File: src/rtl/inst_fetch.sv
// inst_fetch: instruction fetch stage.
// Holds the fetch PC and drives the combinational inst_mem read port.
// Buffers {pc, instruction} pairs in a small FIFO and delivers them
// downstream with a valid/ready handshake. A redirect reloads the fetch PC
// and flushes all buffered entries.
// Optional build macro IFETCH_STALL_CNT_EN enables the saturating
// backpressure counter on stall_cycles. When the macro is undefined, the
// port is tied to zero.

module inst_fetch #(
    parameter logic [31:0] RESET_PC   = 32'h0000_0000,
    parameter int          FIFO_DEPTH = 4
) (
    input  logic        clk,
    input  logic        rst,
    output logic [31:0] inst_addr,
    input  logic [31:0] inst_data,
    input  logic        redirect_valid,
    input  logic [31:0] redirect_pc,
    output logic        out_valid,
    input  logic        out_ready,
    output logic [31:0] out_inst,
    output logic [31:0] out_pc,
    output logic [31:0] stall_cycles
);

    localparam int PW = $clog2(FIFO_DEPTH);
    localparam int CW = PW + 1;
    localparam logic [CW-1:0] DEPTH_C = CW'(FIFO_DEPTH);
    localparam logic [31:0]   NOP     = 32'h0000_0013;

    logic [31:0]   fetch_pc;
    logic [31:0]   pc_buf   [FIFO_DEPTH];
    logic [31:0]   inst_buf [FIFO_DEPTH];
    logic [PW-1:0] rd_ptr;
    logic [PW-1:0] wr_ptr;
    logic [CW-1:0] count;
    logic          push;
    logic          pop;

    // Redirect targets are word aligned, so the low bits of redirect_pc are dropped.
    logic unused_redirect_lsb;
    assign unused_redirect_lsb = &redirect_pc[1:0];

    assign inst_addr = fetch_pc;
    assign out_valid = (count != '0);
    assign pop       = out_valid && out_ready;
    // count never exceeds the depth, so "not full" is the same as count < depth.
    assign push      = !redirect_valid && ((count != DEPTH_C) || pop);
    assign out_inst  = out_valid ? inst_buf[rd_ptr] : NOP;
    assign out_pc    = out_valid ? pc_buf[rd_ptr]   : 32'h0;

    // Fetch PC, FIFO pointers and occupancy; reset beats redirect, and redirect beats push.
    always_ff @(posedge clk) begin
        if (rst) begin
            fetch_pc <= RESET_PC;
            rd_ptr   <= '0;
            wr_ptr   <= '0;
            count    <= '0;
        end else if (redirect_valid) begin
            fetch_pc <= {redirect_pc[31:2], 2'b00};
            rd_ptr   <= '0;
            wr_ptr   <= '0;
            count    <= '0;
        end else begin
            if (push) begin
                fetch_pc <= fetch_pc + 32'd4;
                wr_ptr   <= wr_ptr + 1'b1;
            end
            if (pop) begin
                rd_ptr <= rd_ptr + 1'b1;
            end
            case ({push, pop})
                2'b10:   count <= count + 1'b1;
                2'b01:   count <= count - 1'b1;
                default: count <= count;
            endcase
        end
    end

    // FIFO storage; contents need no reset because occupancy gates visibility.
    always_ff @(posedge clk) begin
        if (!rst && push) begin
            pc_buf[wr_ptr]   <= fetch_pc;
            inst_buf[wr_ptr] <= inst_data;
        end
    end

`ifdef IFETCH_STALL_CNT_EN
    logic [31:0] stall_q;

    // Count cycles where a valid head is held off by the consumer; saturate and survive redirects.
    always_ff @(posedge clk) begin
        if (rst) begin
            stall_q <= 32'h0;
        end else if (out_valid && !out_ready && (stall_q != 32'hFFFF_FFFF)) begin
            stall_q <= stall_q + 32'd1;
        end
    end

    assign stall_cycles = stall_q;
`else
    assign stall_cycles = 32'h0;
`endif

endmodule

File: config.mk
export PLATFORM = sky130hd
export DESIGN_NAME = inst_fetch
export DESIGN_NICKNAME = d
export VERILOG_FILES = /design/src/rtl/inst_fetch.sv
export SDC_FILE = /design/constraint.sdc
export NUM_CORES = 1
export LEC_CHECK = 0
export BUFFER_PORTS_ARGS = -buffer_cell sky130_fd_sc_hd__buf_2
export CAP_MARGIN = 15
export CORE_MARGIN = 10
export CORE_UTILIZATION = 41
export DETAILED_ROUTE_END_ITERATION = 8
export PLACE_DENSITY_LB_ADDON = 0.15
export SLEW_MARGIN = 25
export SYNTH_ARGS = -nofsm -noshare
export SYNTH_HDL_FRONTEND = slang
export SYNTH_SLANG_ARGS = --single-unit
File: constraint.sdc
create_clock -name clk -period 3 [get_ports clk]
set_clock_uncertainty 0.2 [all_clocks]
set_input_delay 0.3 -clock clk [delete_from_list [all_inputs] [get_ports clk]]
set_output_delay 0.3 -clock clk [all_outputs]
set_load 0.05 [all_outputs]
# Yosys cells after proc, flatten, opt, wreduce, memory -nomap -nowiden
# Memories as Yosys holds them, arrays and structs flattened. A register that Yosys moved wholly into a read port is not among the register bits.
# Index checks and enable logic that the tools add are counted.
# totals
regBits	39
ram_bits	256
inputBits	68
out_inout_bits	129
word_cells	36
mem_count	2
# classes
n_addsub	5
eq_ne	3
n_mux	11
n_reduce_logical	10
# memory_table
name	depth	width	read_ports	rd_ports_with_merged_regs	wr	line_no	source
inst_buf	4	32	1	1	1	34	logic [31:0] inst_buf [FIFO_DEPTH];
pc_buf	4	32	1	1	1	33	logic [31:0] pc_buf [FIFO_DEPTH];
# op_table
op	n
2-to-1 mux 32 bit	4
adder 32 x 3 -> 32 bit, second input constant	1
2-to-1 mux 2 bit	4
one-hot mux 3 bit (2 select lines)	1
adder 2 x 1 -> 2 bit, second input constant	2
nonzero test 2 bit	2
adder 3 x 1 -> 3 bit, second input constant	1
logical AND 1 bit	3
inequality test 3 bit, second input constant	1
nonzero test 3 bit	1
subtractor 3 x 1 -> 3 bit, second input constant	1
equality test 2 x 1 -> 1 bit, second input constant	1
equality test 2 bit, second input constant	1
logical NOT 1 bit	2
2-to-1 mux 1 bit	2
OR reduction 2 bit	1
logical OR 1 bit	1

# Depth between registers and ports, before layout
# Gate-level depths: netlist of the first run.
# depth
word_depth	7
ltp_mapped	9
mapped_depth_nobuf	7

# Least setup slack after synthesis of the first run
# No wires, ideal clock.
# synth_timing
path_type	reg2reg
start	reg count[0]
end	mem inst_buf[0][0], enable pin
setup_time_ns	0.427
arrival_ns	2.604
required_time_ns	2.373
path_slack_ns	-0.231
path_stages_with_launch	5
n_path_buf	2
period_less_slack_ns	3.231
cell_sequence	dfxtp_1 -> or4b_1 -> clkbuf_1 -> clkbuf_1 -> and3_1
# synth_via
elab_chain_len	7
elab_cells_between_ends	8
# synth_rtl
item	line_no	source
start, declared	37	logic [CW-1:0] count;
start signal, assigned	74	2'b10: count <= count + 1'b1;
start signal, assigned	75	2'b01: count <= count - 1'b1;
start signal, assigned	76	default: count <= count;
nonzero test 3 bit	46	assign out_valid = (count != '0);
logical AND 1 bit	47	assign pop = out_valid && out_ready;
logical OR 1 bit *	49	assign push = !redirect_valid && ((count != DEPTH_C) || pop);
logical AND 1 bit *	49	
logical AND 1 bit *	83	if (!rst && push) begin
2-to-1 mux 1 bit *	83	
2-to-1 mux 1 bit (not written as such) *	85	inst_buf[wr_ptr] <= inst_data;
end, declared	34	
# Every way passes the cells marked *; elsewhere a longest branch is shown, timed or not.

# Worst setup path in the final report of the first run
# layout_timing
start	in out_ready
end	reg fetch_pc[18], in the netlist inst_addr[18]
# layout_via
elab_chain_len	4
# layout_rtl
item	line_no	source
start, declared	21	input logic out_ready,
logical AND 1 bit	47	
logical OR 1 bit	49	
logical AND 1 bit	49	
nonzero test 2 bit (no line)	-	
end signal, assigned	61	fetch_pc <= {redirect_pc[31:2], 2'b00};
end signal, assigned	67	fetch_pc <= fetch_pc + 32'd4;
end, declared	32	logic [31:0] fetch_pc;
# No other way between the ends.
# A chain may end at the register's enable or synchronous reset.

==> flow_summary.yaml, run 1 <==
status:
  status: "completed"
timing:
  setup_violations: 0
  post-route-min-period_ps: 2890
  hold_viol: 0
  tightest_slew_ps: 725
  fmax_mhz: 347
  setup_slack_ps: 114
  hold_ws_ps: 25.1
  slew_headroom_pct: 51.2
  rsz0062_at_grt: "true"
  slew_violations: 0
  fin_crit_sh_pct: 96.2
logic_synthesis:
  synth.distinct_cells: 53
  synth_area_um2: 12000
  synthArstFlopShare_pct: 0
  yosys_warnings: 0
  synth_area_leaders: "edfxtp_1 (62%), mux4_2 (12%), dfxtp_1 (6.5%)"
  netlist.area_leader.share_pct: 61.9
  netlist.top_cell.by_area: "edfxtp_1"
  yosysSeqAreaShare_pct: 68.4
  ys_seq_elements: 287
  ys.flop_type: "edfxtp_1"
  synth_edf_count: 248
  avgSynthCellArea_um2: 16.6
  netlist_instances: 724
clock_network:
  cts_buffers: 31
  clk_path_buf_depth: 3
  cts_root_buf: "clkbuf_16"
  htreeDepth: 1
  clock_latency_ps: 550
  cts_sinks: 287
  tritoncts: "done"
  cts.clk_slew.worst_paths_ps: 60
power:
  switchingPower_mw: 2.29
  pwr-share-clk_pct: 40.1
  seq_power_share_pct: 48.5
  vdd_ir_drop_max_mv: 0.404
  switching_share_pct: 24.5
  power.internal_mw: 7.07
  leakagePower_nw: 5.36
  pwr-share-comb_pct: 11.4
  power_density_nw_per_um2: 620
setup_path:
  crit_top_cell: "dlygate4sd3_1"
  critical_path.max_fanout: 17
  critPathRequiredTime_ps: 3290
  critPathSlowestCell: "or4b_1"
  r2r_setup_slack_ps: 140
  crit_type: "input port to register"
  crit_buf_inv: 3
  max_stage_delay_ps: 790
  cp_cell_sequence: "dlygate4sd3_1 -> buf_2 -> or4b_1 -> nand3_1 -> nor3_1 -> a2111oi_0 -> dlygate4sd3_1"
  worstSetupStartpointType: "input port"
  cpLargestDelayFamily: "buffers and inverters"
  cp.arrival_ps: 3180
  worstSetupEndpointType: "register"
die:
  rows: 62
  core_area_um2: 28900
  start_util_pct: 41.7
  die_h_um: 191
  dieWidth_um: 191
  die_area_um2: 36600
  ios: 197
route:
  postRouteAntennaNets: 0
  drt_first_iter_violations: 373
  drc: 0
  via_per_inst: 5.18
  wire_per_inst_um: 20.8
  first_pass_iters: 5
  wl_um: 28900
  num_vias: 7198
job:
  drv_cap: 0
placed_design:
  port_buffers: 158
  gp_congestion: 0.843
  hpwlAfterDp_um: 18900
  postPlaceCellArea_um2: 13300
  place_ws_ps: 322
  placed_cells: 1258
cells_and_area:
  mostFrequentLayoutCell: "edfxtp_1"
  diodes: 0
  area_growth_pct: 25.5
  final_area_um2: 15100
  fin_cells: 1390
  final_nets: 1056
  fillers: 2488
  final_cell_mix: "edfxtp_1 (248), buf_2 (158), dlygate4sd3_1 (74), and2_1 (64), mux4_2 (62)"
  drive_gt1_share_pct: 31.3
min_path:
  min_path_type: "input port to register"
grt:
  grt-ovfl-total: 0
  antenna_found_initial: 0
  grt_pass1_wl_um: 45600
  track_usage_pct: 15.8
  grt_pass1_vias: 7759
  grt_max_degree: 37
power by group through the flow:
stage | registers (mW) | clock network, mW | logic, mW
4_1_cts | 4.54 | 3.88 | 1.07
2_1_floorplan | 4.69 | 0 | 0.647
5_1_grt | 4.56 | 4.04 | 1.14
3_3_place_gp | 4.62 | 0 | 0.990
6_report | 4.54 | 3.75 | 1.06
3_5_place_dp | 4.63 | 0 | 0.992
worst paths after layout:
check,cells after the start,endpoint,start
max,7,inst_addr[18]$_SDFFE_PP0P_,out_ready
min,4,inst_addr[27]$_SDFFE_PP0P_,redirect_pc[27]
max reg2reg,5,inst_addr[18]$_SDFFE_PP0P_,count[1]$_SDFFE_PP0P_
min reg2reg,2,wr_ptr[1]$_SDFFE_PP0P_,wr_ptr[1]$_SDFFE_PP0P_
synthesized netlist by cell type (all sizes together), types with 2 or more instances:
library cell,instances
a21oi,6
mux4,62
o2111a,2
nor2,33
a211oi,11
xnor2,5
a31oi,4
nand2,21
inv,11
xor2,8
edfxtp,248
and3,11
nor2b,4
nor4b,2
or2,8
o31ai,4
o221ai,4
clkbuf,26
ha,5
or3,5
dfxtp,39
or4,5
a311oi,9
and2,64
nand3,12
and4,7
o21ai,9
buf,46
nor4,7
nand4,19
a311o,3
nor3,10
registers in the layout, indices dropped and copies added (netlist names), named ones only:
name,count
inst_addr,30
pc_buf,120
inst_buf,128
wr_ptr,2
rd_ptr,2
count,3
tightest hold or removal path, cell delays in order:
cell      delay [ps]
buf_2             70
and2_1           140
a31oi_1           50
o221ai_1         160
area by class of cell:
cell class,instances,area [um^2],share of cell area [%]
Inverter,11,41.3,0.273
Tap cell,384,480,3.18
Multi-Input combinational cell,388,3440,22.8
Clock inverter,12,156,1.04
Timing Repair Buffer,263,1900,12.6
Sequential cell,287,8240,54.6
Clock buffer,45,848,5.62
logic make-up after synthesis:
kind of cell | share of synthesized area (%)
mux | 11.7
buf+inv | 4.38
simple gates | 10.2
fa+ha+maj | 0.687
compound gates | 3.66
other cells | 0.0312
flops | 68.4
xor+xnor | 0.947
through the flow:
stage	util [%]	TNS [ps]	total power, mW
6_report	52.3	0	9.36
5_1_grt	52.3	-43.9	9.73
4_1_cts	52.2	0	9.49
3_5_place_dp	46.2	0	5.62
3_3_place_gp	46.2	0	5.61
2_1_floorplan	-	0	5.34
layer usage:
metal / share of wire, % / GRT usage, % / wire, um
met1: 45 / 21.1 / 12900
met2: 48 / 25.9 / 13800
met3: 5.9 / 3.68 / 1710
met4: 1.6 / 3.28 / 453
met5: 0 / 0 / 0
repair_timing:
item / CTS / global route
setup endpoints to repair: 55 / 27
gates resized for setup: 1 / 4
hold endpoints to repair: 161 / 0
pin swaps: 0 / 1
setup buffers: 0 / 1
hold buffers: 74 / 0
No activity file was read; power rests on OpenSTA's default activity.
==> run 2, diff against run 1 <==
clock period = 2.9 ns   (was 3 ns; I/O delays follow)
==> run 2 against run 1 <==
Final cell count is 0.36% lower. Flip-flop and latch count stayed put. Register-to-register slack better by 60 ps. Clock power is 10% higher. Worst hold slack better by 48 ps. Clock-buffer cell count is 9 lower. Routed wire length is 0.29% lower. Critical path type is now register to output pin.
==> flow_summary.yaml, run 2 (synthesis gave the netlist of run 1 again) <==
route:
  postRouteAntennaNets: 0
  first_pass_iters: 5
  via_per_inst: 5.19
  wl_um: 28800
  drc: 0
  wire_per_inst_um: 20.8
  drt_first_iter_violations: 387
  num_vias: 7187
clock_network:
  cts.clk_slew.worst_paths_ps: 60
  cts_sinks: 287
  cts_buffers: 31
  clk_path_buf_depth: 3
  tritoncts: "done"
  clock_latency_ps: 550
  htreeDepth: 1
  cts_root_buf: "clkbuf_16"
timing:
  slew_violations: 0
  rsz0062_at_grt: "false"
  hold_viol: 0
  fmax_mhz: 367
  setup_tns_ps: 0
  tightest_slew_ps: 831
  post-route-min-period_ps: 2730
  fin_crit_sh_pct: 94.1
  setup_violations: 0
  slew_headroom_pct: 44.6
setup_path:
  cpLargestDelayFamily: "buffers and inverters"
  r2r-end: "inst_addr[18]$_SDFFE_PP0P_"
  reg2reg_from: "count[0]$_SDFFE_PP0P_"
  crit_buf_inv: 3
  r2r_setup_slack_ps: 200
  cp_cell_sequence: "nor3_4 -> inv_2 -> buf_4 -> and2_1 -> buf_2"
  critical_path.max_fanout: 28
  critPathRequiredTime_ps: 2410
  max_stage_delay_ps: 530
  reg2regPathDepth: 6
  crit_type: "register to output pin"
  cp.arrival_ps: 2240
  worstSetupStartpointType: "register"
  worstSetupEndpointType: "output pin"
  critPathSlowestCell: "dfxtp_1"
cells_and_area:
  fin_cells: 1385
  final_nets: 1055
  area_growth_pct: 26.3
  diodes: 0
  largest_register_ffs: 128
  final_cell_mix: "edfxtp_1 (248), buf_2 (158), dlygate4sd3_1 (74), and2_1 (64), mux4_2 (62)"
  drive_gt1_share_pct: 31.9
  regMostFlops: "inst_buf"
  fillers: 2447
  mostFrequentLayoutCell: "edfxtp_1"
grt:
  grt_max_degree: 36
  grt-ovfl-total: 0
  grt_pass1_wl_um: 44700
  track_usage_pct: 15.5
  antenna_found_initial: 0
  grt_pass1_vias: 7582
power:
  leakagePower_nw: 5.38
  vdd_ir_drop_max_mv: 0.394
  power_density_nw_per_um2: 654
die:
  die_area_um2: 36600
  rows: 62
  ios: 197
  dieWidth_um: 191
  start_util_pct: 41.7
  die_h_um: 191
  core_area_um2: 28900
placed_design:
  placed_cells: 1258
  gp_congestion: 0.850
  hpwlAfterDp_um: 18700
  port_buffers: 158
job:
  drv_cap: 0
min_path:
  hold_depth: 3
  min_path_type: "input port to register"
  worstHoldStart: "redirect_valid"
  hold_end: "inst_addr[25]$_SDFFE_PP0P_"
status:
  status: "completed"
run 2: metal layers:
layer	vias to the layer above	share of wire [%]	track usage (%)
met4	0	1.6	3.25
met1	3632	44	21.3
met2	222	48	24.8
li1	3301	-	-
met5	-	0	0
met3	32	6.4	3.59
run 2: repair_timing:
| item | CTS | global route |
|---|---|---|
| pin swaps | 0 | 0 |
| hold buffers | 74 | 0 |
| resized for setup | 2 | 2 |
| setup endpoints to repair | 60 | 8 |
| hold endpoints to repair | 162 | 0 |
| buffers inserted | 0 | 0 |
run 2: how the worst max path moves through the flow:
stage | start | end | slack, ps | cells past startpoint
after floorplan | count[0]$_SDFFE_PP0P_ | inst_buf[0][0]$_DFFE_PP_ | 360 | 4
after global placement | count[0]$_SDFFE_PP0P_ | out_inst[18] | 160 | 5
after detailed placement | count[0]$_SDFFE_PP0P_ | out_inst[18] | 170 | 5
after CTS | out_ready | inst_addr[18]$_SDFFE_PP0P_ | 30 | 8
after global routing | count[0]$_SDFFE_PP0P_ | out_inst[18] | 7 | 5
final | count[0]$_SDFFE_PP0P_ | out_inst[18] | 170 | 5
run 2: cell type report:
type / instances / area [um^2] / share of cell area [%]
clock buffer: 36 / 795 / 5.23
clock inverter: 17 / 278 / 1.83
inverter: 11 / 41.3 / 0.272
multi-input combinational: 388 / 3440 / 22.6
sequential: 287 / 8240 / 54.2
tap: 384 / 480 / 3.16
timing repair buffer: 262 / 1920 / 12.6
run 2: report_power, final:
group / internal [mW] / leakage (nW) / switching, mW / total (mW)
clock network: 2.57 / 0.513 / 1.56 / 4.13
registers: 4.60 / 2.58 / 0.0920 / 4.69
logic: 0.349 / 2.28 / 0.757 / 1.11
total: 7.52 / 5.38 / 2.41 / 9.93
run 2: worst min-delay path: stages:
cell	delay, ps
buf_2	210
a311o_1	140
and3_1	140
run 2: through the flow:
stage	util [%]	setup slack [ps]	cell area, um^2	power [mW]	hold slack, ps
after floorplan	-	357	12200	5.53	189
after global placement	46.3	161	13400	5.81	289
after detailed placement	46.3	174	13400	5.81	295
after CTS	52.6	28.6	15200	10.0	77.6
after global routing	52.6	7.20	15200	10.3	110
final	52.6	172	15200	9.93	72.8
==> run 3, diff against run 2 <==
BUFFER_PORTS_ARGS = -buffer_cell sky130_fd_sc_hd__clkbuf_2   (was -buffer_cell sky130_fd_sc_hd__buf_2)
==> run 3 against run 2 <==
Worst hold slack got worse by 7.9 ps. Sequential power about the same. Fmax decreased by 0.60%. Critical path type unchanged. Largest cell class unchanged. Highest routed layer unchanged.
==> flow_summary.yaml, run 3 (synthesis gave the netlist of run 1 again) <==
timing:
  post-route-min-period_ps: 2740
  setup_tns_ps: 0
  slew_headroom_pct: 52.3
  rsz0062_at_grt: "false"
  hold_ws_ps: 64.9
  setup_violations: 0
  tightest_slew_ps: 709
  hold_viol: 0
  fin_crit_sh_pct: 94.6
  fmax_mhz: 364
  slew_violations: 0
clock_network:
  cts.clk_slew.worst_paths_ps: 50
  clock_latency_ps: 500
  tritoncts: "done"
  htreeDepth: 2
  cts_root_buf: "clkbuf_16"
  cts_sinks: 287
  clk_path_buf_depth: 3
  cts_buffers: 34
placed_design:
  gp_congestion: 0.814
  hpwlAfterDp_um: 18500
  port_buffers: 158
route:
  postRouteAntennaNets: 0
  via_per_inst: 5.19
  num_vias: 7199
  wl_um: 28900
  first_pass_iters: 5
  drt_first_iter_violations: 406
  drc: 0
  wire_per_inst_um: 20.8
cells_and_area:
  diodes: 0
  final_cell_mix: "edfxtp_1 (248), clkbuf_2 (158), and2_1 (64), mux4_2 (62), dlygate4sd3_1 (59)"
  mostFrequentLayoutCell: "edfxtp_1"
  final_nets: 1053
  fillers: 2502
  regMostFlops: "inst_buf"
  largest_register_ffs: 128
  drive_gt1_share_pct: 32.7
  multi_input_area_um2: 3430
  area_growth_pct: 25.2
  postLayoutCoreUtil_pct: 52.2
  seqCellArea_um2: 8240
power:
  switching_share_pct: 24.6
  power.total_mw: 9.82
  seq_power_share_pct: 47.7
  pwr-share-clk_pct: 41.0
  vdd_ir_drop_max_mv: 0.457
  pwr-share-comb_pct: 11.2
  leakagePower_nw: 5.32
  power_density_nw_per_um2: 652
  power.internal_mw: 7.40
  switchingPower_mw: 2.42
setup_path:
  worstSetupStartpointType: "register"
  reg2regPathDepth: 4
  crit_type: "register to output pin"
  worstSetupEndpointType: "output pin"
  r2r_setup_slack_ps: 420
  critical_path.max_fanout: 21
  critPathRequiredTime_ps: 2410
  reg2reg_from: "count[1]$_SDFFE_PP0P_"
  cp.arrival_ps: 2250
  r2r-end: "inst_addr[18]$_SDFFE_PP0P_"
grt:
  grt_pass1_vias: 7670
  track_usage_pct: 15.8
  grt-ovfl-total: 0
  antenna_found_initial: 0
  grt_pass1_wl_um: 45200
  grt_max_degree: 43
job:
  drv_cap: 0
die:
  rows: 62
  die_h_um: 191
  ios: 197
  core_area_um2: 28900
  start_util_pct: 41.7
  dieWidth_um: 191
  die_area_um2: 36600
min_path:
  hold_end: "inst_addr[27]$_SDFFE_PP0P_"
  worstHoldStart: "redirect_pc[27]"
  hold_depth: 4
  min_path_type: "input port to register"
status:
  status: "completed"
==> run 3: cell types whose count changed in the layout (fill, tap and decap cells not counted), moves of 3 or more <==
cell / before / now
buf_2: 158 / 0
clkbuf_2: 0 / 158
dlygate4sd3_1: 74 / 59
buf_4: 17 / 31
bufinv_16: 7 / 1
clkbuf_16: 31 / 37
clkbuf_1: 5 / 10
buf_12: 13 / 9
clkinv_2: 3 / 7
clkinv_4: 3 / 0
==> run 3: per-stage QoR <==
stage,cells,worst slack (ps),instance area [um^2]
after floorplan,759,357,12200
after global placement,1264,352,13400
after detailed placement,1264,332,13400
after CTS,1384,4.67,15000
after global routing,1388,30.0,15100
final,1388,155,15100
==> run 3: area by class of cell <==
| class | instances | area share [%] |
|---|---|---|
| flip-flops and latches | 287 | 54.7 |
| multi-input cells | 388 | 22.8 |
| repair buffers | 257 | 11.9 |
| clock buffers | 49 | 6.58 |
| well taps | 384 | 3.19 |
| clock inverters | 12 | 0.557 |
| inverters | 11 | 0.274 |
==> run 3: per-layer routing <==
layer	track usage [%]	vias up	part of all wire, %
met5	0	-	0
met2	25.5	203	48
met4	3.61	0	1.3
met1	21.4	3662	45
li1	-	3301	-
met3	3.53	33	5.9
==> run 3: power by group through the flow <==
stage          sequential (mW)  combinational (mW)  clock (mW)
4_1_cts                   4.69                1.11        4.15
5_1_grt                   4.70                1.18        4.33
6_report                  4.69                1.10        4.03
3_3_place_gp              4.77                1.05           0
3_5_place_dp              4.77                1.05           0
2_1_floorplan             4.86               0.670           0
==> run 3: how the worst max path moves through the flow <==
stage                                from                       end  slack, ps  depth (start not counted)
finish              count[0]$_SDFFE_PP0P_                out_pc[18]        160                          5
detailed placement  count[0]$_SDFFE_PP0P_                out_pc[18]        330                          5
floorplan           count[0]$_SDFFE_PP0P_  inst_buf[0][0]$_DFFE_PP_        360                          4
global placement    count[0]$_SDFFE_PP0P_                out_pc[18]        350                          5
global route        count[0]$_SDFFE_PP0P_                out_pc[18]         30                          5
CTS                              register               out_inst[4]          5                          4
==> run 3: worst max-delay path, stage by stage, from the launching register on <==
cell	delay [ps]
dfxtp_1	390
nor3_2	420
inv_2	270
buf_12	240
and2_1	180
clkbuf_2	250
==> run 3: repair_timing <==
item | in CTS | in global routing
hold endpoints to repair | 155 | 0
gates resized for setup | 1 | 0
setup endpoints to repair | 51 | 1
setup buffers | 0 | 4
hold buffers | 59 | 0
